<file path="config.mk">
export PLATFORM = sky130hd
export DESIGN_NAME = control
export DESIGN_NICKNAME = d
export VERILOG_FILES = /design/src/rtl/control.sv
export SDC_FILE = /design/constraint.sdc
export NUM_CORES = 1
export LEC_CHECK = 0
export ABC_AREA = 1
export BUFFER_PORTS_ARGS = -buffer_cell sky130_fd_sc_hd__buf_2
export CAP_MARGIN = 20
export CORE_MARGIN = 8
export CORE_UTILIZATION = 45
export CTS_BUF_LIST = sky130_fd_sc_hd__clkbuf_4
export CTS_CLUSTER_SIZE = 20
export DETAILED_ROUTE_END_ITERATION = 8
export HOLD_SLACK_MARGIN = 0.12
export RECOVER_POWER = 25
export SYNTH_ARGS = -nofsm -noshare
export SYNTH_HDL_FRONTEND = slang
export SYNTH_SLANG_ARGS = --single-unit
</file>
<file path="constraint.sdc">
create_clock -name clk -period 1.5 [get_ports clk]
set_clock_uncertainty 0.1 [all_clocks]
set_input_delay 0.075 -clock clk [delete_from_list [all_inputs] [get_ports clk]]
set_output_delay 0.075 -clock clk [all_outputs]
set_load 0.02 [all_outputs]
</file>
<file path="src/rtl/control.sv">
// Greenhouse heater controller.
// Heat demand comes in from another clock domain, is synchronized and debounced,
// then drives an on/off FSM that enforces minimum on and off times and an
// over-temperature lockout with hysteresis. The heater enable is registered.
module control #(
  parameter int unsigned MIN_ON   = 8,    // minimum heater-on time, cycles (1..65535)
  parameter int unsigned MIN_OFF  = 8,    // minimum heater-off time, cycles (1..65535)
  parameter int unsigned DEBOUNCE = 3,    // stable cycles to accept a demand change (1..255)
  parameter int unsigned MAX_TEMP = 200,  // over-temperature trip threshold
  parameter int unsigned HYST     = 10    // release hysteresis below MAX_TEMP
) (
  input  logic       clk,
  input  logic       rst,
  input  logic [7:0] greenhouse_temp,
  input  logic       temp_g_greenhouse_temp,
  output logic       out
);

  typedef enum logic [2:0] {
    StOffWait,
    StOff,
    StHeatWait,
    StHeat,
    StLockout
  } state_e;

  localparam logic [7:0]  TripTemp    = 8'(MAX_TEMP);
  localparam logic [7:0]  ReleaseTemp = 8'(MAX_TEMP - HYST);
  // Counter values seen on the last cycle of each timed state.
  localparam logic [15:0] OnLast      = 16'(MIN_ON - 1);
  localparam logic [15:0] OffLast     = 16'(MIN_OFF - 1);
  localparam logic [7:0]  DbLast      = 8'(DEBOUNCE - 1);

  logic        sync_s1_q, sync_s2_q;
  logic        demand_q, demand_d;
  logic [7:0]  db_cnt_q, db_cnt_d;
  logic [7:0]  temp_q;
  logic        overtemp, temp_release;
  state_e      state_q, state_d;
  logic [15:0] cnt_q, cnt_d;
  logic        out_d;

  // Two-flop synchronizer for the asynchronous demand flag.
  always_ff @(posedge clk or negedge rst) begin
    if (!rst) begin
      sync_s1_q <= 1'b0;
      sync_s2_q <= 1'b0;
    end else begin
      sync_s1_q <= temp_g_greenhouse_temp;
      sync_s2_q <= sync_s1_q;
    end
  end

  // Debounce: accept s2 only after it has differed from demand for DEBOUNCE edges in a row.
  always_comb begin
    demand_d = demand_q;
    db_cnt_d = '0;
    if (sync_s2_q != demand_q) begin
      if (db_cnt_q == DbLast) begin
        demand_d = sync_s2_q;
      end else begin
        db_cnt_d = db_cnt_q + 8'd1;
      end
    end
  end

  // Debounce state registers.
  always_ff @(posedge clk or negedge rst) begin
    if (!rst) begin
      demand_q <= 1'b0;
      db_cnt_q <= '0;
    end else begin
      demand_q <= demand_d;
      db_cnt_q <= db_cnt_d;
    end
  end

  // Temperature sample register.
  always_ff @(posedge clk or negedge rst) begin
    if (!rst) begin
      temp_q <= '0;
    end else begin
      temp_q <= greenhouse_temp;
    end
  end

  assign overtemp     = (temp_q >= TripTemp);
  assign temp_release = (temp_q <= ReleaseTemp);

  // Next-state decode; over-temperature wins over every other transition.
  always_comb begin
    state_d = state_q;
    case (state_q)
      StOffWait: begin
        if (overtemp) begin
          state_d = StLockout;
        end else if (cnt_q == OffLast) begin
          state_d = StOff;
        end
      end
      StOff: begin
        if (overtemp) begin
          state_d = StLockout;
        end else if (demand_q) begin
          state_d = StHeatWait;
        end
      end
      StHeatWait: begin
        // Demand is deliberately ignored here so the on time is never shortened.
        if (overtemp) begin
          state_d = StLockout;
        end else if (cnt_q == OnLast) begin
          state_d = StHeat;
        end
      end
      StHeat: begin
        if (overtemp) begin
          state_d = StLockout;
        end else if (!demand_q) begin
          state_d = StOffWait;
        end
      end
      StLockout: begin
        if (temp_release) begin
          state_d = StOffWait;
        end
      end
      default: state_d = StOffWait;
    endcase
  end

  // Dwell counter: cleared on any state change, saturates so it never wraps.
  always_comb begin
    cnt_d = cnt_q;
    if (state_d != state_q) begin
      cnt_d = '0;
    end else if (cnt_q != 16'hFFFF) begin
      cnt_d = cnt_q + 16'd1;
    end
  end

  // Heater enable follows the next state so it switches on the same edge as the FSM.
  always_comb begin
    out_d = (state_d == StHeatWait) || (state_d == StHeat);
  end

  // FSM, counter and output registers.
  always_ff @(posedge clk or negedge rst) begin
    if (!rst) begin
      state_q <= StOffWait;
      cnt_q   <= '0;
      out     <= 1'b0;
    end else begin
      state_q <= state_d;
      cnt_q   <= cnt_d;
      out     <= out_d;
    end
  end

endmodule

</file>
==> summary.md <==
| Metric | Value |
|---|---|
| Grt met1 use | `18.0%` |
| R2r startpoint | `cnt_q[4]` |
| Synth unique cells | `26` |
| Vias in the first global route | `1557` |
| Layout Area Growth over Synthesis | `36.8%` |
| Reg-to-Reg End | `cnt_q[1]` |
| # IOs | `12` |
| First-pass detailed-route iteration total | `4` |
| Maxcap violations | `0` |
| Fin crit period | `1.56 ns` |
| Post-Synthesis Cells | `244` |
| FF-to-FF path depth | `10` |
| Switching power | `878 uW` |
| Max VDD drop | `792 uV` |
| Endpoints failing hold | `0` |
| Slew Limit Fails | `0` |
| DR vias/cell | `4.74` |
| Worst-margin pin slew | `0.947 ns` |
| Gate power share | `25.6%` |
| Pre-CTS WS | `-0.0901 ns` |
| Die ar. | `0.00669 mm2` |
| Met3 Usage GRT | `3.72%` |
| GRT met2 Usage | `19.6%` |
| CP max FO | `4` |
| Power Density | `1020 mW/mm2` |
| H-Tree Depth | `2` |
| Setup crit end kind | `flop` |
| Rel. slew slack | `36.8%` |
| Non-filler cells, final | `361` |
| Final setup margin | `-0.0631 ns` |
| Syn nets | `258` |
| Peak per-stage delay on the critical path | `0.43 ns` |
| Floorplan row count | `24` |
| Netlist Area Pre-Place | `0.00195 mm2` |
| Fmax | `0.640 GHz` |
| Root Driver | `clkbuf_4` |
| Initial Util | `45.7%` |
| Slowest cell on the critical path | `dfrtp_1` |
| Core area | `0.00426 mm2` |
| Most used routing layer | `met2` |
| Number of buffer and inverter stages on the critical path | `3` |
| I/O Buffers | `11` |
| Initial antenna violation count | `0` |
| Critical path class | `reg -> reg` |
| RSZ-0062 raised after global routing | `yes` |
| Routed Antenna Nets | `0` |
| Wire per inst | `11.5 um` |
| Detailed Place HPWL | `2.71 mm` |
| CP startpoint kind | `flop` |
| Vias | `1710` |
| CP required | `1.69 ns` |
| Final net count | `322` |
| Leak pwr | `1.35 nW` |
| Num CTS Buffers | `5` |
| Syn_area_per_cell | `7.99 um2` |
| Crit path max-delay family | `simple AND/OR/NAND/NOR gates` |
| Die Y | `81.8 um` |
| Hold Path Class | `in -> reg` |
| Overall Global Routing Usage | `13.5%` |
| Die X | `81.8 um` |
| 1st-iter DRT viols | `128` |
| Grt total ovfl | `0` |
| Critical path arrival | `1.76 ns` |
| Synth Register Bits | `39` |
| Worst-path clk slew | `0.14 ns` |
| Fin crit share | `104%` |
| Failing checks | `negative setup slack` |
| Routed wire length | `4.17 mm` |
| CTS tree | `built` |
| Critical path, cell by cell | `nand2_1 > nor2_1 > nand2_4 > nor2_4 > buf_4 > buf_6 > nand3_2 > nand2_1 > inv_1 > nor2_1` |
| Switch share | `32.4%` |
| Flop2flop setup slack | `-0.06 ns` |
| Pin count of the biggest net entering global routing | `40` |
| Status | `finished with violations` |
| Share of layout cells above drive strength 1 | `30.7%` |
| Min-delay src | `greenhouse_temp[3]` |
| DP Cell Count | `336` |
| Seq/Total Area, Yosys | `50.1%` |
| First-pass GRT wire length | `6.92 mm` |
| Clk buf depth | `2` |
| Int Pwr | `1.83 mW` |
| Synth warnings | `0` |
| Clock sink total | `39` |
| Diode count | `0` |
| Worst skew pair latency | `0.36 ns` |
| Setup violations, final | `8` |
| Residual DRC count | `0` |
| Power share of the clock group | `27.3%` |
| GP Congestion | `0.834` |
| Hold path endpoint | `temp_q[3]` |
| Flop pwr share | `47.1%` |
| Hold Path Depth | `2` |
[power by group through the flow]
stage | sequential [mW] | combinational [mW] | clock (mW)
6_report | 1.28 | 0.694 | 0.740
5_1_grt | 1.30 | 0.804 | 0.813
4_1_cts | 1.27 | 0.690 | 0.770
2_1_floorplan | 1.29 | 0.383 | 0
3_5_place_dp | 1.29 | 0.594 | 0
3_3_place_gp | 1.29 | 0.585 | 0
[state kept, by name (all words and copies together), names as in the netlist]
register and flops:
cnt_q 16, db_cnt_q 8, temp_q 8, state_q 3, demand_q 1, out 1
sync_s1_q 1, sync_s2_q 1
[through the flow]
step	utilization, %	power (mW)	hold WS, ns	area, um2	TNS [ns]
floorplan	-	1.67	-0.321	1970	-0.00415
global placement	54.0	1.87	0.0600	2300	-1.19
detailed placement	54.0	1.88	0.0638	2300	-1.13
CTS	60.8	2.73	0.183	2590	-0.357
global route	62.6	2.91	0.206	2670	-1.92
finish	62.6	2.71	0.239	2670	-0.325
[placed cells by master (no fill, tap or decap), types with 2 or more instances in the layout]
cell type | Yosys | layout
nor3_1 | 3 | 3
nand2_2 | 5 | 8
a21oi_1 | 3 | 2
dfrtp_2 | 0 | 2
nor4_1 | 3 | 3
nand3_2 | 1 | 8
nor2_1 | 47 | 44
buf_2 | 0 | 11
nand2_1 | 57 | 51
buf_4 | 0 | 32
inv_1 | 31 | 29
nor2_2 | 2 | 2
o21ai_0 | 8 | 5
inv_2 | 1 | 2
dfrtp_1 | 39 | 37
ha_1 | 3 | 2
nand3_1 | 16 | 9
buf_6 | 2 | 4
nor2_4 | 2 | 5
xor2_1 | 4 | 4
nand3b_1 | 2 | 2
nand2_4 | 0 | 3
dlygate4sd3_1 | 0 | 10
nand4_1 | 5 | 5
o21ai_1 | 3 | 5
clkbuf_4 | 0 | 5
[per-layer routing]
layer / vias to the layer above / wire length (um) / part of all wire [%]
li1: 895 / - / -
met1: 772 / 2000 / 48
met2: 38 / 1920 / 46
met3: 5 / 186 / 4.5
met4: 0 / 59 / 1.4
met5: - / 0 / 0
[layout make-up]
cell class	count	area, um2
clock buffer	5	37.5
clock inverter	3	47.5
fill	359	1600
inverter	32	123
multi-input combinational	172	971
sequential	39	978
tap	52	65.1
timing repair buffer	58	445
[synth_stat cells, drive strengths merged]
library cell / n / share of area [%]
o31ai: 1 / 0.39
dfrtp: 39 / 50
o22ai: 1 / 0.32
nand2: 62 / 13
nor2: 51 / 11
xor2: 4 / 1.8
or2: 1 / 0.32
nor4: 3 / 0.96
xnor2: 2 / 0.90
nor3: 4 / 1.6
nand3b: 2 / 0.77
ha: 3 / 1.9
a21oi: 3 / 0.77
inv: 32 / 6.2
nand4: 5 / 1.6
buf: 2 / 1.2
o21ai: 11 / 2.8
nand3: 17 / 4.6
nor3b: 1 / 0.39
[worst reg2reg max path, stage by stage, from the launching register on]
cell and delay (ns):
dfrtp_1 0.43, nand2_1 0.11, nor2_1 0.19, nand2_4 0.10, nor2_4 0.15, buf_4 0.13, buf_6 0.09, nand3_2 0.04
nand2_1 0.05, inv_1 0.03, nor2_1 0.07
[worst max path at each step]
stage | from | end | slack [ns] | depth (start not counted)
after floorplan | cnt_q[0] | cnt_q[0] | -0.004 | 9
after global placement | cnt_q[9] | cnt_q[13] | -0.1 | 8
after detailed placement | cnt_q[9] | cnt_q[13] | -0.09 | 8
after CTS | cnt_q[0] | cnt_q[13] | -0.04 | 10
after global routing | cnt_q[1] | cnt_q[1] | -0.16 | 11
final | cnt_q[4] | cnt_q[1] | -0.06 | 10
[cells by family (layout without fill, tap and decap cells)]
family                     after synthesis  after routing  synth area share [%]
xor gates and xnor gates                 6              6                  2.70
adders and majority gates                3              3                  1.93
DFF                                     39             39                  50.1
AOI/OAI and AO/OA                       16             16                  4.30
and+or+nand+nor                        146            147                  33.7
buffers and inverters                   34             98                  7.32
[timing repair]
item,in CTS,in global routing
setup endpoints to repair,16,16
hold buffers,10,0
pin swaps,29,11
endpoints found under the hold margin,48,0
buffers inserted,2,4
gates cloned,1,0
resized for setup,21,15
(Power assumes the default switching activity.)
